### config.mk
export PLATFORM = sky130hd
export DESIGN_NAME = keypad_scanner
export DESIGN_NICKNAME = d
export VERILOG_FILES = /design/src/rtl/keypad_scanner.sv
export SDC_FILE = /design/constraint.sdc
export NUM_CORES = 1
export LEC_CHECK = 0
export CORE_ASPECT_RATIO = 1.4
export CORE_MARGIN = 4
export CORE_UTILIZATION = 57
export DETAILED_ROUTE_END_ITERATION = 8
export PLACE_DENSITY_LB_ADDON = 0.3
export SKIP_CTS_REPAIR_TIMING = 1
export SLEW_MARGIN = 20
export SYNTH_ARGS = -nofsm -noshare
export SYNTH_HDL_FRONTEND = slang
export SYNTH_SLANG_ARGS = --single-unit
### constraint.sdc
create_clock -name clk -period 2.4 [get_ports clk]
set_input_delay 0.36 -clock clk [delete_from_list [all_inputs] [get_ports clk]]
set_output_delay 0.36 -clock clk [all_outputs]
set_load 0.05 [all_outputs]
### src/rtl/keypad_scanner.sv
// 4x4 matrix keypad scanner: column-drive FSM with per-key press/release debounce,
// producing a hex key code, a one-cycle valid strobe and a held flag.
module keypad_scanner #(
    parameter int SCAN_DIV        = 16,
    parameter int DEBOUNCE_CYCLES = 256
) (
    input  logic       clk,
    input  logic       rst_n,
    input  logic       scan_en,
    input  logic [3:0] row_n,
    output logic [3:0] col_n,
    output logic [1:0] col_idx,
    output logic [3:0] key_code,
    output logic       key_valid,
    output logic       key_held
);
    localparam int SW = (SCAN_DIV > 1) ? $clog2(SCAN_DIV) : 1;
    localparam int DW = (DEBOUNCE_CYCLES > 1) ? $clog2(DEBOUNCE_CYCLES) : 1;
    localparam logic [SW-1:0] SLOT_LAST = SW'(SCAN_DIV - 1);
    localparam logic [SW-1:0] SLOT_ONE  = SW'(1);
    localparam logic [DW-1:0] DEB_LAST  = DW'(DEBOUNCE_CYCLES - 1);
    localparam logic [DW-1:0] DEB_ONE   = DW'(1);

    typedef enum logic [1:0] {ST_SCAN, ST_DEBOUNCE, ST_PRESSED, ST_RELEASE} state_t;

    function automatic logic single_low(input logic [3:0] rows);
        case (rows)
            4'b1110, 4'b1101, 4'b1011, 4'b0111: single_low = 1'b1;
            default:                            single_low = 1'b0;
        endcase
    endfunction

    function automatic logic [1:0] low_index(input logic [3:0] rows);
        case (rows)
            4'b1110: low_index = 2'd0;
            4'b1101: low_index = 2'd1;
            4'b1011: low_index = 2'd2;
            4'b0111: low_index = 2'd3;
            default: low_index = 2'd0;
        endcase
    endfunction

    function automatic logic [3:0] key_map(input logic [1:0] row, input logic [1:0] col);
        case ({row, col})
            4'h0: key_map = 4'h1;  4'h1: key_map = 4'h2;  4'h2: key_map = 4'h3;  4'h3: key_map = 4'hA;
            4'h4: key_map = 4'h4;  4'h5: key_map = 4'h5;  4'h6: key_map = 4'h6;  4'h7: key_map = 4'hB;
            4'h8: key_map = 4'h7;  4'h9: key_map = 4'h8;  4'hA: key_map = 4'h9;  4'hB: key_map = 4'hC;
            4'hC: key_map = 4'hE;  4'hD: key_map = 4'h0;  4'hE: key_map = 4'hF;  4'hF: key_map = 4'hD;
            default: key_map = 4'h0;
        endcase
    endfunction

    logic [3:0]    sync1_r, sync2_r, cap_rows_r, cap_rows_s;
    logic [1:0]    cap_row_r, cap_row_s, col_idx_r, col_idx_s;
    logic [SW-1:0] slot_r, slot_s;
    logic [DW-1:0] deb_r, deb_s;
    state_t        state_r, state_s;
    logic [3:0]    col_n_r, key_code_r, key_code_s;
    logic          key_valid_r, key_valid_s, key_held_r, key_held_s;

    // Two-flop synchronizer for the asynchronous row inputs
    always_ff @(posedge clk or negedge rst_n) begin
        if (!rst_n) begin
            sync1_r <= 4'b1111;
            sync2_r <= 4'b1111;
        end else begin
            sync1_r <= row_n;
            sync2_r <= sync1_r;
        end
    end

    // Next-state logic; everything holds while scan_en is low
    always_comb begin
        state_s    = state_r;
        slot_s     = slot_r;
        deb_s      = deb_r;
        col_idx_s  = col_idx_r;
        cap_rows_s = cap_rows_r;
        cap_row_s  = cap_row_r;
        if (scan_en) begin
            case (state_r)
                ST_SCAN: begin
                    if (slot_r == SLOT_LAST) begin
                        slot_s = {SW{1'b0}};
                        if (single_low(sync2_r)) begin
                            state_s    = ST_DEBOUNCE;
                            deb_s      = {DW{1'b0}};
                            cap_rows_s = sync2_r;
                            cap_row_s  = low_index(sync2_r);
                        end else begin
                            col_idx_s = col_idx_r + 2'd1;
                        end
                    end else begin
                        slot_s = slot_r + SLOT_ONE;
                    end
                end
                ST_DEBOUNCE: begin
                    if (sync2_r != cap_rows_r) begin
                        state_s   = ST_SCAN;
                        slot_s    = {SW{1'b0}};
                        col_idx_s = col_idx_r + 2'd1;
                    end else if (deb_r == DEB_LAST) begin
                        state_s = ST_PRESSED;
                    end else begin
                        deb_s = deb_r + DEB_ONE;
                    end
                end
                ST_PRESSED: begin
                    state_s = ST_RELEASE;
                    deb_s   = {DW{1'b0}};
                end
                ST_RELEASE: begin
                    // Any low row (including a second key) restarts the release count
                    if (sync2_r != 4'b1111) begin
                        deb_s = {DW{1'b0}};
                    end else if (deb_r == DEB_LAST) begin
                        state_s   = ST_SCAN;
                        slot_s    = {SW{1'b0}};
                        col_idx_s = col_idx_r + 2'd1;
                    end else begin
                        deb_s = deb_r + DEB_ONE;
                    end
                end
                default: begin
                    state_s = ST_SCAN;
                    slot_s  = {SW{1'b0}};
                    deb_s   = {DW{1'b0}};
                end
            endcase
        end else begin
            state_s = state_r;
        end
    end

    // Output next values: the pulse is emitted from PRESSED only on an enabled cycle
    always_comb begin
        key_valid_s = 1'b0;
        key_code_s  = key_code_r;
        key_held_s  = key_held_r;
        if (scan_en && (state_r == ST_PRESSED)) begin
            key_valid_s = 1'b1;
            key_code_s  = key_map(cap_row_r, col_idx_r);
            key_held_s  = 1'b1;
        end else if (scan_en && (state_r == ST_RELEASE) && (state_s == ST_SCAN)) begin
            key_held_s = 1'b0;
        end else begin
            key_held_s = key_held_r;
        end
    end

    // State, counter and registered output update
    always_ff @(posedge clk or negedge rst_n) begin
        if (!rst_n) begin
            state_r     <= ST_SCAN;
            slot_r      <= {SW{1'b0}};
            deb_r       <= {DW{1'b0}};
            col_idx_r   <= 2'd0;
            col_n_r     <= 4'b1110;
            cap_rows_r  <= 4'b1111;
            cap_row_r   <= 2'd0;
            key_code_r  <= 4'h0;
            key_valid_r <= 1'b0;
            key_held_r  <= 1'b0;
        end else begin
            state_r     <= state_s;
            slot_r      <= slot_s;
            deb_r       <= deb_s;
            col_idx_r   <= col_idx_s;
            col_n_r     <= ~(4'b0001 << col_idx_s);
            cap_rows_r  <= cap_rows_s;
            cap_row_r   <= cap_row_s;
            key_code_r  <= key_code_s;
            key_valid_r <= key_valid_s;
            key_held_r  <= key_held_s;
        end
    end

    assign col_n     = col_n_r;
    assign col_idx   = col_idx_r;
    assign key_code  = key_code_r;
    assign key_valid = key_valid_r;
    assign key_held  = key_held_r;

endmodule

==> impl_metrics.prom <==
# TYPE chip_impl_metric gauge
chip_impl_metric{name="number_of_placement_rows",unit=""} 26
chip_impl_metric{name="grt_overflow",unit=""} 0
chip_impl_metric{name="grt_max_degree",unit=""} 41
chip_impl_info{name="yosys-top-cells-count",value="sky130_fd_sc_hd__dfrtp_1, sky130_fd_sc_hd__nor2_1, sky130_fd_sc_hd__nand2_1, sky130_fd_sc_hd__dfstp_2, sky130_fd_sc_hd__inv_1"} 1
chip_impl_metric{name="crit_path_max_fanout",unit=""} 8
chip_impl_metric{name="clock_transition_at_path_regs",unit="ns"} 0.08
chip_impl_metric{name="first_global_vias",unit=""} 1588
chip_impl_metric{name="drt_wl_total",unit="um"} 3946
chip_impl_metric{name="wl_per_cell",unit="um"} 14.25
chip_impl_metric{name="leakagePower",unit="nW"} 1.086
chip_impl_metric{name="max-vdd-ir-drop",unit="V"} 0.0006592
chip_impl_metric{name="cts_buffers",unit=""} 5
chip_impl_metric{name="detailed_router_iteration_count_before_antenna_repair",unit=""} 4
chip_impl_metric{name="routed-via-count",unit=""} 1582
chip_impl_metric{name="floorplan.die.height",unit="um"} 80.51
chip_impl_metric{name="arrival",unit="ns"} 2.54
chip_impl_metric{name="design.core.area",unit="mm^2"} 0.003643
chip_impl_metric{name="ys_warn_count",unit=""} 0
chip_impl_metric{name="remaining_drc_errors",unit=""} 0
chip_impl_info{name="yosysTopAreaCell",value="sky130_fd_sc_hd__dfrtp_1"} 1
chip_impl_metric{name="drive_above_1_share",unit="%"} 18.30
chip_impl_info{name="synth_most_common_cell",value="sky130_fd_sc_hd__dfrtp_1"} 1
chip_impl_metric{name="ys_types",unit=""} 48
chip_impl_metric{name="synth_cells",unit=""} 211
chip_impl_info{name="cp_slowest_cell",value="sky130_fd_sc_hd__dfstp_2"} 1
chip_impl_metric{name="drt.antenna.violating_nets",unit=""} 0
chip_impl_metric{name="synthesis.nets",unit=""} 229
chip_impl_metric{name="rr_worst_depth",unit=""} 6
chip_impl_metric{name="max-clock-path-buffers",unit=""} 2
chip_impl_metric{name="worst_skew_pair_later_pin_latency",unit="ns"} 0.30
chip_impl_info{name="r2r-start",value="sync2_r[3]"} 1
chip_impl_info{name="synth_top_flop_cell",value="sky130_fd_sc_hd__dfrtp_1"} 1
chip_impl_metric{name="initial_antenna_violation_count",unit=""} 0
chip_impl_info{name="worst-setup-path-type",value="reg2reg"} 1
chip_impl_info{name="leading_post_synthesis_cells_by_cell_area",value="sky130_fd_sc_hd__dfrtp_1, sky130_fd_sc_hd__dfstp_2, sky130_fd_sc_hd__ha_1"} 1
chip_impl_metric{name="setup_tns",unit="ns"} 0
chip_impl_metric{name="slew-limit-headroom",unit="%"} 45.48
chip_impl_info{name="worstSetupStartpointType",value="flop"} 1
chip_impl_metric{name="timing_max_transition_violations_final",unit=""} 0
chip_impl_metric{name="achievable-frequency",unit="GHz"} 0.4311
chip_impl_metric{name="layout_min_cycle_time",unit="ns"} 2.319
chip_impl_metric{name="io-pin-count",unit=""} 19
chip_impl_metric{name="post_synth.cell_area_avg",unit="um^2"} 10.15
chip_impl_metric{name="max_cap_viol_count",unit=""} 0
chip_impl_info{name="worst_r2r_endpoint",value="col_n[2]"} 1
chip_impl_metric{name="power_density",unit="mW/mm^2"} 799.5
chip_impl_info{name="cts.root.buffer_cell",value="sky130_fd_sc_hd__clkbuf_8"} 1
chip_impl_metric{name="hold_viol_final",unit=""} 0
chip_impl_metric{name="post-synth-top-area-fraction",unit="%"} 29.22
chip_impl_info{name="holdCritPathClass",value="in2async"} 1
chip_impl_metric{name="first_pass_grt_wire_length",unit="um"} 7031
chip_impl_metric{name="total_die_area",unit="mm^2"} 0.004814
chip_impl_info{name="worstSetupEndpointType",value="flop"} 1
chip_impl_metric{name="dpl-instance-area",unit="mm^2"} 0.002361
chip_impl_metric{name="timing.critical_path.slowest_cell_delay",unit="ns"} 0.62
chip_impl_metric{name="synth_enable_flop_cells",unit=""} 0
chip_impl_metric{name="synth.ff_latch_count",unit=""} 40
chip_impl_info{name="timing.critical_path.max_delay_family",value="compound AO/OA/AOI/OAI gates"} 1
chip_impl_metric{name="place.detailed.hpwl",unit="um"} 2906
chip_impl_info{name="setup_repair_after_global_routing_missed_its_margin",value="no"} 1
chip_impl_info{name="run_status",value="completed"} 1
chip_impl_metric{name="gp_congestion",unit=""} 0.9192
chip_impl_metric{name="nets",unit=""} 252
chip_impl_info{name="worstPathCellList",value="xnor2_1, o211ai_1, nor2_1, o31a_1, mux2_4, or3b_1"} 1
chip_impl_metric{name="timing.reg2reg.setup_slack",unit="ns"} 0.08
chip_impl_metric{name="die-width",unit="um"} 59.80
chip_impl_metric{name="critical_path_buf_inv_count",unit=""} 0
chip_impl_metric{name="finalClockSkew",unit="ns"} 0.005192
chip_impl_metric{name="htreeDepth",unit=""} 2
chip_impl_metric{name="start_util",unit="%"} 58.76
chip_impl_metric{name="finish.instance_area",unit="mm^2"} 0.002451
chip_impl_metric{name="post-route-period-util",unit="%"} 96.64
chip_impl_metric{name="clock_sink_count",unit=""} 40
chip_impl_info{name="tritoncts",value="built"} 1
chip_impl_metric{name="async_reset_ff_share",unit="%"} 100.0
chip_impl_metric{name="report.final.setup_viol",unit=""} 0
chip_impl_metric{name="worstPathRequired",unit="ns"} 2.62
chip_impl_metric{name="vias_per_cell",unit=""} 5.711
chip_impl_metric{name="yosysSeqAreaShare",unit="%"} 47.63
chip_impl_metric{name="grt_usage",unit="%"} 19.34
chip_impl_metric{name="port_buffers",unit=""} 18
chip_impl_metric{name="diodes",unit=""} 0
chip_impl_metric{name="drt_first_iter_violations",unit=""} 35
chip_impl_metric{name="max_slew.worst_pin.slew",unit="ns"} 0.8178
chip_impl_metric{name="post_synthesis_cell_area",unit="mm^2"} 0.002141
chip_impl_metric{name="syn2layout_area_growth",unit="%"} 14.49
chip_impl_metric{name="num-fill-cells",unit=""} 300
==> sequential cells by signal, summed over array words and instances, names as in the netlist <==
name and cells:
key_held 1, cap_row_r 2, col_idx 2, sync1_r 4, deb_r 8, cap_rows_r 4
key_valid 1, slot_r 4, state_r 2, key_code 4, col_n 4, sync2_r 4
==> per-layer routing <==
layer | track usage (%) | up-vias | share of wire (%)
li1 | - | 796 | -
met4 | 7.095 | 0 | 2.2
met2 | 34.31 | 33 | 53
met5 | 0 | - | 0
met1 | 21.94 | 742 | 41
met3 | 4.341 | 11 | 3.9
==> kinds of logic (layout without fill, tap and decap cells) <==
| kind of cell | count (synthesis) | in the layout | synth area share, % |
|---|---|---|---|
| and+or+nand+nor | 76 | 76 | 18.47 |
| AOI/OAI and AO/OA | 47 | 47 | 14.20 |
| DFF | 40 | 40 | 47.63 |
| buffers and inverters | 19 | 43 | 4.033 |
| muxes | 12 | 12 | 6.779 |
| adders and majority gates | 11 | 11 | 6.429 |
| xor gates and xnor gates | 6 | 6 | 2.455 |
==> final cells by class <==
type / instances / area (um^2) / area share, %
Tap cell: 42 / 52.55 / 2.144
Sequential cell: 40 / 1020 / 41.60
Multi-Input combinational cell: 152 / 1035 / 42.22
Clock buffer: 5 / 68.82 / 2.808
Timing Repair Buffer: 22 / 205.2 / 8.372
Inverter: 13 / 48.80 / 1.991
Clock inverter: 3 / 21.27 / 0.8678
==> stage by stage <==
| step | cells | hold WS, ns | power, mW | setup WS, ns | util, % |
|---|---|---|---|---|---|
| 2_1_floorplan | 211 | 0.06441 | 1.340 | 0.2154 | - |
| 3_3_place_gp | 269 | 0.3454 | 1.510 | 0.1975 | 64.80 |
| 3_5_place_dp | 269 | 0.3468 | 1.529 | 0.1268 | 64.80 |
| 4_1_cts | 277 | 0.1886 | 1.985 | 0.09956 | 67.27 |
| 5_1_grt | 277 | 0.2318 | 2.101 | 0.01344 | 67.27 |
| 6_report | 277 | 0.1524 | 1.960 | 0.08055 | 67.27 |
==> worst max-delay path by stage <==
stage / start / endpoint / slack, ns / depth (start not counted)
finish: sync2_r[3] / col_n[2] / 0.08 / 6
global placement: scan_en / deb_r[6] / 0.20 / 6
global route: sync2_r[1] / col_n[2] / 0.01 / 6
detailed placement: sync2_r[3] / col_n[2] / 0.13 / 6
CTS: sync2_r[3] / col_n[2] / 0.1 / 6
floorplan: deb_r[0] / col_n[2] / 0.22 / 7
==> power breakdown <==
part / total, mW / internal (mW) / switching (mW)
Clock: 0.444 / 0.207 / 0.237
Sequential: 0.898 / 0.791 / 0.107
Combinational: 0.617 / 0.251 / 0.366
==> cell usage in the layout (no fill, tap or decap), drive strengths merged, types with 2 or more instances in the layout <==
master | netlist | final
a21o | 3 | 3
a21oi | 10 | 10
a31oi | 2 | 2
and3 | 3 | 3
buf | 3 | 5
clkbuf | 3 | 5
clkdlybuf4s50 | 0 | 17
dfrtp | 25 | 25
dfstp | 15 | 15
ha | 11 | 11
inv | 13 | 15
mux2 | 7 | 7
mux2i | 4 | 4
nand2 | 17 | 17
nand3 | 10 | 10
nand4 | 5 | 5
nand4b | 2 | 2
nor2 | 21 | 21
nor2b | 3 | 3
nor3 | 4 | 4
nor4 | 2 | 2
o2111ai | 2 | 2
o211ai | 3 | 3
o21ai | 13 | 13
o22a | 4 | 4
o22ai | 2 | 2
o31a | 2 | 2
or2 | 4 | 4
xor2 | 5 | 5
No activity file was read; power rests on OpenSTA's default activity.
